File: config.mk
export PLATFORM = sky130hd
export DESIGN_NAME = switch_box_cfg
export DESIGN_NICKNAME = d
export VERILOG_FILES = /design/src/rtl/kfpga_sb_pkg.sv /design/src/rtl/sb_track_mux.sv /design/src/rtl/switch_box_cfg.sv
export SDC_FILE = /design/constraint.sdc
export NUM_CORES = 1
export LEC_CHECK = 0
export CORE_UTILIZATION = 35
export CTS_BUF_LIST = sky130_fd_sc_hd__clkbuf_16
export DETAILED_ROUTE_END_ITERATION = 6
export SYNTH_ARGS = -nofsm -noshare
export SYNTH_HDL_FRONTEND = slang
export SYNTH_SLANG_ARGS = --single-unit
File: constraint.sdc
create_clock -name clock -period 2.45 [get_ports clock]
set_clock_uncertainty 0.2 [all_clocks]
set_input_delay 0.245 -clock clock [delete_from_list [all_inputs] [get_ports clock]]
set_output_delay 0.245 -clock clock [all_outputs]
set_load 0.03 [all_outputs]
File: src/rtl/kfpga_sb_pkg.sv
// Shared sizing and config-field layout helpers for the kfpga switch box.
// Every bit position in the config image is computed from these functions.
package kfpga_sb_pkg;

    localparam int unsigned NUM_SIDES = 4;

    function automatic int unsigned clog2(input int unsigned v);
        int unsigned r;
        r = 0;
        while ((64'd1 << r) < 64'(v)) r = r + 1;
        return r;
    endfunction

    function automatic int unsigned sb_sel_width(input int unsigned num_les);
        return clog2(3 + num_les);
    endfunction

    function automatic int unsigned le_sel_width(input int unsigned chan_w, input int unsigned num_les);
        return clog2(4 * chan_w + num_les);
    endfunction

    function automatic int unsigned config_width(input int unsigned chan_w, input int unsigned num_les,
                                                 input int unsigned le_inputs);
        return 4 * chan_w * (sb_sel_width(num_les) + 1) + num_les * le_inputs * le_sel_width(chan_w, num_les);
    endfunction

    // Side order is north, east, south, west (0..3).
    function automatic int unsigned trk_sel_off(input int unsigned chan_w, input int unsigned num_les,
                                                input int unsigned side, input int unsigned trk);
        return (side * chan_w + trk) * sb_sel_width(num_les);
    endfunction

    function automatic int unsigned mode_off(input int unsigned chan_w, input int unsigned num_les,
                                             input int unsigned side, input int unsigned trk);
        return NUM_SIDES * chan_w * sb_sel_width(num_les) + side * chan_w + trk;
    endfunction

    function automatic int unsigned le_sel_off(input int unsigned chan_w, input int unsigned num_les,
                                               input int unsigned le_inputs, input int unsigned le,
                                               input int unsigned pin);
        return NUM_SIDES * chan_w * (sb_sel_width(num_les) + 1)
               + (le * le_inputs + pin) * le_sel_width(chan_w, num_les);
    endfunction

endpackage

File: src/rtl/sb_track_mux.sv
// N-input single-bit multiplexer; any select value at or above N yields 0.
module sb_track_mux #(
    parameter int unsigned N     = 5,
    parameter int unsigned SEL_W = 3
) (
    input  logic [N-1:0]     data,
    input  logic [SEL_W-1:0] sel,
    output logic             y_c
);

    logic [N-1:0] hit_c;

    for (genvar k = 0; k < N; k++) begin : g_hit
        assign hit_c[k] = (32'(sel) == 32'(k)) & data[k];
    end

    assign y_c = |hit_c;

endmodule

File: src/rtl/switch_box_cfg.sv
// Wilton switch box with serial config chain, optional per-track output flops
// and output isolation until a complete bitstream is resident.
module switch_box_cfg
    import kfpga_sb_pkg::*;
#(
    parameter int unsigned CHANNEL_WIDTH = 6,
    parameter int unsigned NUM_LES       = 2,
    parameter int unsigned LE_INPUTS     = 4
) (
    input  logic                           clock,
    input  logic                           reset,
    input  logic [CHANNEL_WIDTH-1:0]       data_north_in,
    input  logic [CHANNEL_WIDTH-1:0]       data_east_in,
    input  logic [CHANNEL_WIDTH-1:0]       data_south_in,
    input  logic [CHANNEL_WIDTH-1:0]       data_west_in,
    output logic [CHANNEL_WIDTH-1:0]       data_north_out,
    output logic [CHANNEL_WIDTH-1:0]       data_east_out,
    output logic [CHANNEL_WIDTH-1:0]       data_south_out,
    output logic [CHANNEL_WIDTH-1:0]       data_west_out,
    input  logic [NUM_LES-1:0]             data_from_les,
    output logic [NUM_LES*LE_INPUTS-1:0]   data_to_les,
    input  logic                           config_in,
    input  logic                           config_enable,
    output logic                           config_out,
    output logic                           config_valid
);

    localparam int unsigned W            = CHANNEL_WIDTH;
    localparam int unsigned SB_SEL       = sb_sel_width(NUM_LES);
    localparam int unsigned LE_SEL       = le_sel_width(W, NUM_LES);
    localparam int unsigned CONFIG_WIDTH = config_width(W, NUM_LES, LE_INPUTS);
    localparam int unsigned CNT_W        = clog2(CONFIG_WIDTH + 1);
    localparam int unsigned TRK_N        = NUM_LES + 3;
    localparam int unsigned LE_N         = 4 * W + NUM_LES;
    localparam int unsigned LE_PINS      = NUM_LES * LE_INPUTS;

    logic [CONFIG_WIDTH-1:0] cfg;
    logic [CNT_W-1:0]        cnt;
    logic [3:0][W-1:0]       a_c, b_c, c_c;
    logic [3:0][W-1:0]       trk_mux_c, trk_out_c;
    logic [3:0][W-1:0]       trk_q;
    logic [LE_N-1:0]         le_bus_c;
    logic [LE_PINS-1:0]      le_mux_c;

    // Config shift chain, saturating load counter and registered-track flops.
    always_ff @(posedge clock) begin
        if (reset) begin
            cfg   <= '0;
            cnt   <= '0;
            trk_q <= '0;
        end else begin
            if (config_enable) begin
                cfg <= {cfg[CONFIG_WIDTH-2:0], config_in};
                if (cnt != CNT_W'(CONFIG_WIDTH)) cnt <= cnt + CNT_W'(1);
            end
            trk_q <= config_valid ? trk_mux_c : '0;
        end
    end

    assign config_out   = cfg[CONFIG_WIDTH-1];
    assign config_valid = (cnt == CNT_W'(CONFIG_WIDTH)) && !config_enable;

    // Wilton track permutation: A/B/C sources per outgoing side and track.
    for (genvar i = 0; i < W; i++) begin : g_wilton
        assign a_c[0][i] = data_west_in[(i + 1) % W];
        assign b_c[0][i] = data_south_in[i];
        assign c_c[0][i] = data_east_in[(W - i) % W];

        assign a_c[1][i] = data_north_in[(W - i) % W];
        assign b_c[1][i] = data_west_in[i];
        assign c_c[1][i] = data_south_in[(i + 1) % W];

        assign a_c[2][i] = data_east_in[(i + 1) % W];
        assign b_c[2][i] = data_north_in[i];
        assign c_c[2][i] = data_west_in[(2 * W - 2 - i) % W];

        assign a_c[3][i] = data_south_in[(2 * W - 2 - i) % W];
        assign b_c[3][i] = data_east_in[i];
        assign c_c[3][i] = data_north_in[(i + 1) % W];
    end

    for (genvar s = 0; s < 4; s++) begin : g_side
        for (genvar i = 0; i < W; i++) begin : g_trk
            localparam int unsigned SOFF = trk_sel_off(W, NUM_LES, s, i);
            localparam int unsigned MOFF = mode_off(W, NUM_LES, s, i);

            sb_track_mux #(.N(TRK_N), .SEL_W(SB_SEL)) u_trk (
                .data ({a_c[s][i], b_c[s][i], c_c[s][i], data_from_les}),
                .sel  (cfg[SOFF +: SB_SEL]),
                .y_c  (trk_mux_c[s][i])
            );

            assign trk_out_c[s][i] = config_valid & (cfg[MOFF] ? trk_q[s][i] : trk_mux_c[s][i]);
        end
    end

    assign le_bus_c = {data_north_in, data_east_in, data_south_in, data_west_in, data_from_les};

    for (genvar k = 0; k < NUM_LES; k++) begin : g_le
        for (genvar j = 0; j < LE_INPUTS; j++) begin : g_pin
            localparam int unsigned LOFF = le_sel_off(W, NUM_LES, LE_INPUTS, k, j);

            sb_track_mux #(.N(LE_N), .SEL_W(LE_SEL)) u_le (
                .data (le_bus_c),
                .sel  (cfg[LOFF +: LE_SEL]),
                .y_c  (le_mux_c[k * LE_INPUTS + j])
            );
        end
    end

    assign data_north_out = trk_out_c[0];
    assign data_east_out  = trk_out_c[1];
    assign data_south_out = trk_out_c[2];
    assign data_west_out  = trk_out_c[3];
    assign data_to_les    = config_valid ? le_mux_c : '0;

endmodule

## After elaboration in Yosys (flattened, before gate mapping)

Cells that the tools add are included.

- Logic and storage cells: 751
- Register bits after elaboration: 168

- Multiplexer cells: 25
- $add $sub $neg: 1
- Bitwise gates (word level): 353
- Reduce and logical (&&, ||, !) cells: 68
- Eq/ne operators: 298

Operator list:

| cell | number |
|---|---|
| $eq A5 B5 Y1 const B | 80 |
| $and A1 B1 Y1 | 352 |
| $eq A5 B4 Y1 const B | 64 |
| $reduce_or A26 Y1 | 8 |
| $eq A5 B3 Y1 const B | 32 |
| $eq A3 B2 Y1 const B | 48 |
| $reduce_or A5 Y1 | 24 |
| $eq A5 B2 Y1 const B | 16 |
| $eq A3 B1 Y1 const B | 24 |
| $eq A3 B3 Y1 const B | 24 |
| $logic_not A3 Y1 | 24 |
| $eq A5 B1 Y1 const B | 8 |
| $logic_not A5 Y1 | 8 |
| $mux W1 | 24 |
| $add A8 B1 Y8 const B | 1 |
| $eq A8 B8 Y1 const B | 1 |
| $mux W8 | 1 |
| $ne A8 B8 Y1 const B | 1 |
| $reduce_and A2 Y1 | 1 |
| $reduce_or A2 Y1 | 1 |
| $logic_and A1 B1 Y1 | 1 |
| $logic_not A1 Y1 | 1 |
| $not A1 Y1 | 1 |

## Depth between registers and ports, before layout

Gate-level depths: netlist (run 1).

- Word-level depth: 5
- Gate-level depth with buffers: 9
- Mapped depth without buffers: 7

## Hierarchy

A second synthesis (run 1) with hierarchy kept.

- Cells, all modules: 1037
- Area total of the unflattened synthesis: 9840.7 um2

By module, submodules not included:

| module | cells each | area an instance (um2) | seq. area each (um2) | instances |
|---|---|---|---|---|
| switch_box_cfg | 597 | 6217.2 | 3363.2 | 1 |
| sb_track_mux (g_le[0].g_pin[0].u_le ...) | 37 | 291.5 | 0.0 | 8 |
| sb_track_mux (g_side[0].g_trk[0].u_trk ...) | 6 | 53.8 | 0.0 | 24 |

## Least setup slack after synthesis (run 1)

OpenSTA, ideal clock, no wires.

- Kind: reg2out
- Start point: reg cfg[118]
- End point: out data_to_les[4]
- Arrival: 1.927 ns
- Path slack: 0.078 ns
- Buffers on the path: 2
- Stages on the path, launching flop included: 8
- Cell sequence: dfxtp_1 -> buf_2 -> buf_4 -> nand2_1 -> mux4_2 -> nor2_1 -> a211oi_1 -> nor3_1

- Longest elaborated chain between the ends: 4

Ends and longest elaborated chain:

| element | RTL line | RTL |
|---|---|---|
| start: declaration | switch_box_cfg.sv:37 | `logic [CONFIG_WIDTH-1:0] cfg;` |
| start signal: assignment | switch_box_cfg.sv:53 | `cfg <= {cfg[CONFIG_WIDTH-2:0], config_in};` |
| $eq A5 B1 Y1, or another cell as far along | sb_track_mux.sv:14 | `assign hit_c[k] = (32'(sel) == 32'(k)) & data[k];` |
| $and A1 B1 Y1 | sb_track_mux.sv:14 |  |
| $reduce_or A26 Y1 * | sb_track_mux.sv:17 | `assign y_c = \|hit_c;` |
| $mux W8 * | switch_box_cfg.sv:115 | `assign data_to_les = config_valid ? le_mux_c : '0;` |
| end: declaration | switch_box_cfg.sv:21 | `output logic [NUM_LES*LE_INPUTS-1:0] data_to_les,` |

Mark *: on every way between the ends. The rest lies on a longest branch, timed or not.

## Final worst setup path (run 1)

- Start point: in data_south_in[1]
- End point: out data_to_les[5]

- Longest elaborated chain between the ends: 3

Ends and longest elaborated chain:

| element | RTL line | RTL |
|---|---|---|
| start: declaration | switch_box_cfg.sv:14 | `input logic [CHANNEL_WIDTH-1:0] data_south_in,` |
| $and A1 B1 Y1 | sb_track_mux.sv:14 |  |
| $reduce_or A26 Y1 | sb_track_mux.sv:17 |  |
| $mux W8 | switch_box_cfg.sv:115 |  |

Every way passes these cells.

==> metrics.cfg, run 1 <==
[run_status]
status = complete, but fails checks
violations = design-rule violations, negative setup slack

[min_path]
hold_path_class = in -> reg
min_from = config_in
whs_path_depth = 3
hold_path_end = cfg[0]$_SDFFE_PP0P_

[floorplanning]
rows = 59
fp.dieH_um = 166
dieArea_mm2 = 0.0275
ioPinCount = 64
start_util_pct = 35.8
die_w_um = 166
core_mm2 = 0.0262

[cts]
clk_latency_ps = 440
numCtsBuffers = 17
cts_sinks = 168
root_buffer = clkbuf_16
htree_num_levels = 4
max-clock-path-buffers = 2
clkTransAtPathRegs_ps = 70
cts_tree = yes

[finish]
multi_input_area_mm2 = 0.00601
final_layout_size_suffix_gt1_share_pct = 30.5
regArea_mm2 = 0.00339
num_antenna_cells = 0
final_core_util_pct = 47.5
nets = 1172
final.fill_count = 2449
syn_to_final_growth_pct = 32.6

[global_routing]
antenna_found_initial = 1
grt_first_pass_wirelength_um = 45700
first_global_vias = 7935
grt_overflow = 0
grt_max_degree = 111
track_usage_pct = 21.4

[timing]
worstMarginPinSlew_ps = 848
hold_slack_ps = 234
fin_crit_ps = 2690
maxSlewViolCount = 0
fmax_mhz = 371
finalCritPeriodShare_pct = 110
final-setup-viol-count = 27
relSlewSlack_pct = 43.5
hold_viol = 0
setup_tns_ps = -1550
layout_setup_ws_ps = -242
grt_setup_unrepaired = yes

[yosys]
synth_top_family_by_area = multiplexers
yosysSeqAreaShare_pct = 35.8
synth_seq_cells = 168
yosysWarnings = 0
mappedNetlistNets = 1062
synth.most_common_cell = nor2_1
postSynthAreaPerCell_um2 = 9.12
synth-edff-count = 0
synth-simple-area-share_pct = 18.2
synth_compound_area_share_pct = 8.41
synthAdderAreaFrac_pct = 0.266
synthXorXnorAreaFrac_pct = 0.466
yosysTopAreaCellShare_pct = 35.8
async_reset_ff_share_pct = 0
synthMuxAreaShare_pct = 31.4
yosys.area.top_type = dfxtp_1
synth_cell_type_count = 64
synth_area_leaders = dfxtp_1 (36%), mux2i_1 (20%), nor2_1 (9.2%)
netlist_area_mm2 = 0.00939
synthCells = 1030
synthFlopType = dfxtp_1
synthTopCellsByCount = nor2_1 (231), mux2i_1 (186), dfxtp_1 (168)

[setup_path]
r2r_slack_ps = 310
critPathMaxFanout = 9
crit_type = in -> out
worst_setup_path_end_kind = output port
worstReg2RegEnd = trk_q[12]$_SDFF_PP0_
reg2regPathDepth = 12
crit_required_ps = 2010
arrival_ps = 2250
rr_startpoint = cnt[1]$_SDFFE_PP0P_
crit_path_start_kind = input port

[power_and_ir_drop]
total_power_mw = 6.30
leakage_nw = 4.88
power.density_mw_per_mm2 = 505
peakVddDrop_mv = 0.433

[routing]
drtAntennaViolNets = 0
wl_um = 29000
routed_via_density = 5.48
drc = 6
detail_route.first_pass.iterations = 7
vias = 8160
wl_per_cell_um = 19.5
drtIter0Drc = 789

[placed_design]
io_buffers = 63
gp_congestion = 0.874
dpl_worst_slack_ps = -488
place_hpwl_um = 18800

[job]
drv_cap = 0

-- metal layers --
metal | part of all wire [%] | vias up | GRT usage [%] | wire length [um]
li1 | - | 3880 | - | -
met1 | 45 | 3950 | 28.7 | 12900
met2 | 46 | 273 | 34.1 | 13500
met3 | 6.3 | 57 | 4.31 | 1830
met4 | 2.5 | 0 | 7.44 | 733
met5 | 0 | - | 0 | 0
-- cell type report --
class / instances / area share, %
clock buffers: 17 / 3.42
repair buffers: 197 / 15.7
flip-flops and latches: 168 / 27.2
clock inverters: 15 / 1.54
inverters: 17 / 0.573
multi-input cells: 739 / 48.2
well taps: 335 / 3.37
-- where the power goes --
| group | internal (mW) | switching, mW |
|---|---|---|
| sequential | 2.73 | 0.00483 |
| clock | 1.63 | 1.22 |
| combinational | 0.319 | 0.386 |
-- cells in the final DEF, fill, tap and decap left out, drive strengths merged, types with 3 or more instances in the layout --
master and n:
mux2i 186, inv 22, nand3 11, nor3 6, mux4 39, dfxtp 168
and3 4, o22ai 5, nand4 8, mux2 18, a221oi 7, nand3b 9
a211oi 6, clkinv 6, clkdlybuf4s50 11, nand4b 4, a32oi 3, o31ai 6
xor2 3, buf 165, clkbuf 18, nor2 231, nand2 34, nor3b 30
nor2b 8, a31oi 10, or3 3, a21oi 42, dlygate4sd2 15, o21ai 19
nand2b 7, bufinv 3
-- stage by stage --
| step | cells | cell area [um2] |
|---|---|---|
| floorplan | 1030 | 9390 |
| global placement | 1438 | 11000 |
| detailed placement | 1438 | 11000 |
| CTS | 1485 | 12300 |
| global route | 1488 | 12500 |
| finish | 1488 | 12500 |
-- worst max-delay path by stage --
stage / from / endpoint / slack (ps) / cells after the start
global placement: data_from_les[1] / data_west_out[1] / -470 / 8
CTS: cnt[1]$_SDFFE_PP0P_ / data_to_les[5] / -290 / 10
finish: data_south_in[1] / data_to_les[5] / -240 / 7
global route: cnt[0]$_SDFFE_PP0P_ / data_to_les[5] / -350 / 10
floorplan: cfg[118]$_SDFFE_PP0P_ / data_to_les[4] / 80 / 7
detailed placement: data_from_les[1] / data_west_out[1] / -490 / 8
-- state kept, by name, indices dropped and copies added (netlist names) --
signal,flops
trk_q,24
cnt,8
cfg,136
-- critical path, cell delays in order --
cell and delay [ps]:
clkdlybuf4s50_1 550, buf_4 280, mux2i_1 140, o21ai_0 110, a2111oi_1 490, a31oi_2 210
clkbuf_16 210
-- repair_timing --
action | in CTS | in global routing
buffers inserted | 12 | 6
gates cloned | 4 | 0
hold endpoints to repair | 11 | 0
pin swaps | 28 | 8
hold buffers | 1 | 0
setup endpoints to repair | 33 | 33
gates resized for setup | 289 | 49
-- logic make-up (layout without fill, tap and decap cells) --
logic type | after synthesis | count (layout)
xor gates and xnor gates | 5 | 5
and+or+nand+nor | 367 | 367
AOI/OAI and AO/OA | 122 | 122
muxes | 243 | 243
DFF | 168 | 168
adders and majority gates | 2 | 2
buffers and inverters | 123 | 246
Note: power is estimated with default switching activity, not from simulation.
==> run 2, diff against run 1 <==
CAP_MARGIN = 5   (was not set)
==> results of run 2 <==
Final layout, timing and power as in run 1 (identical DEF).
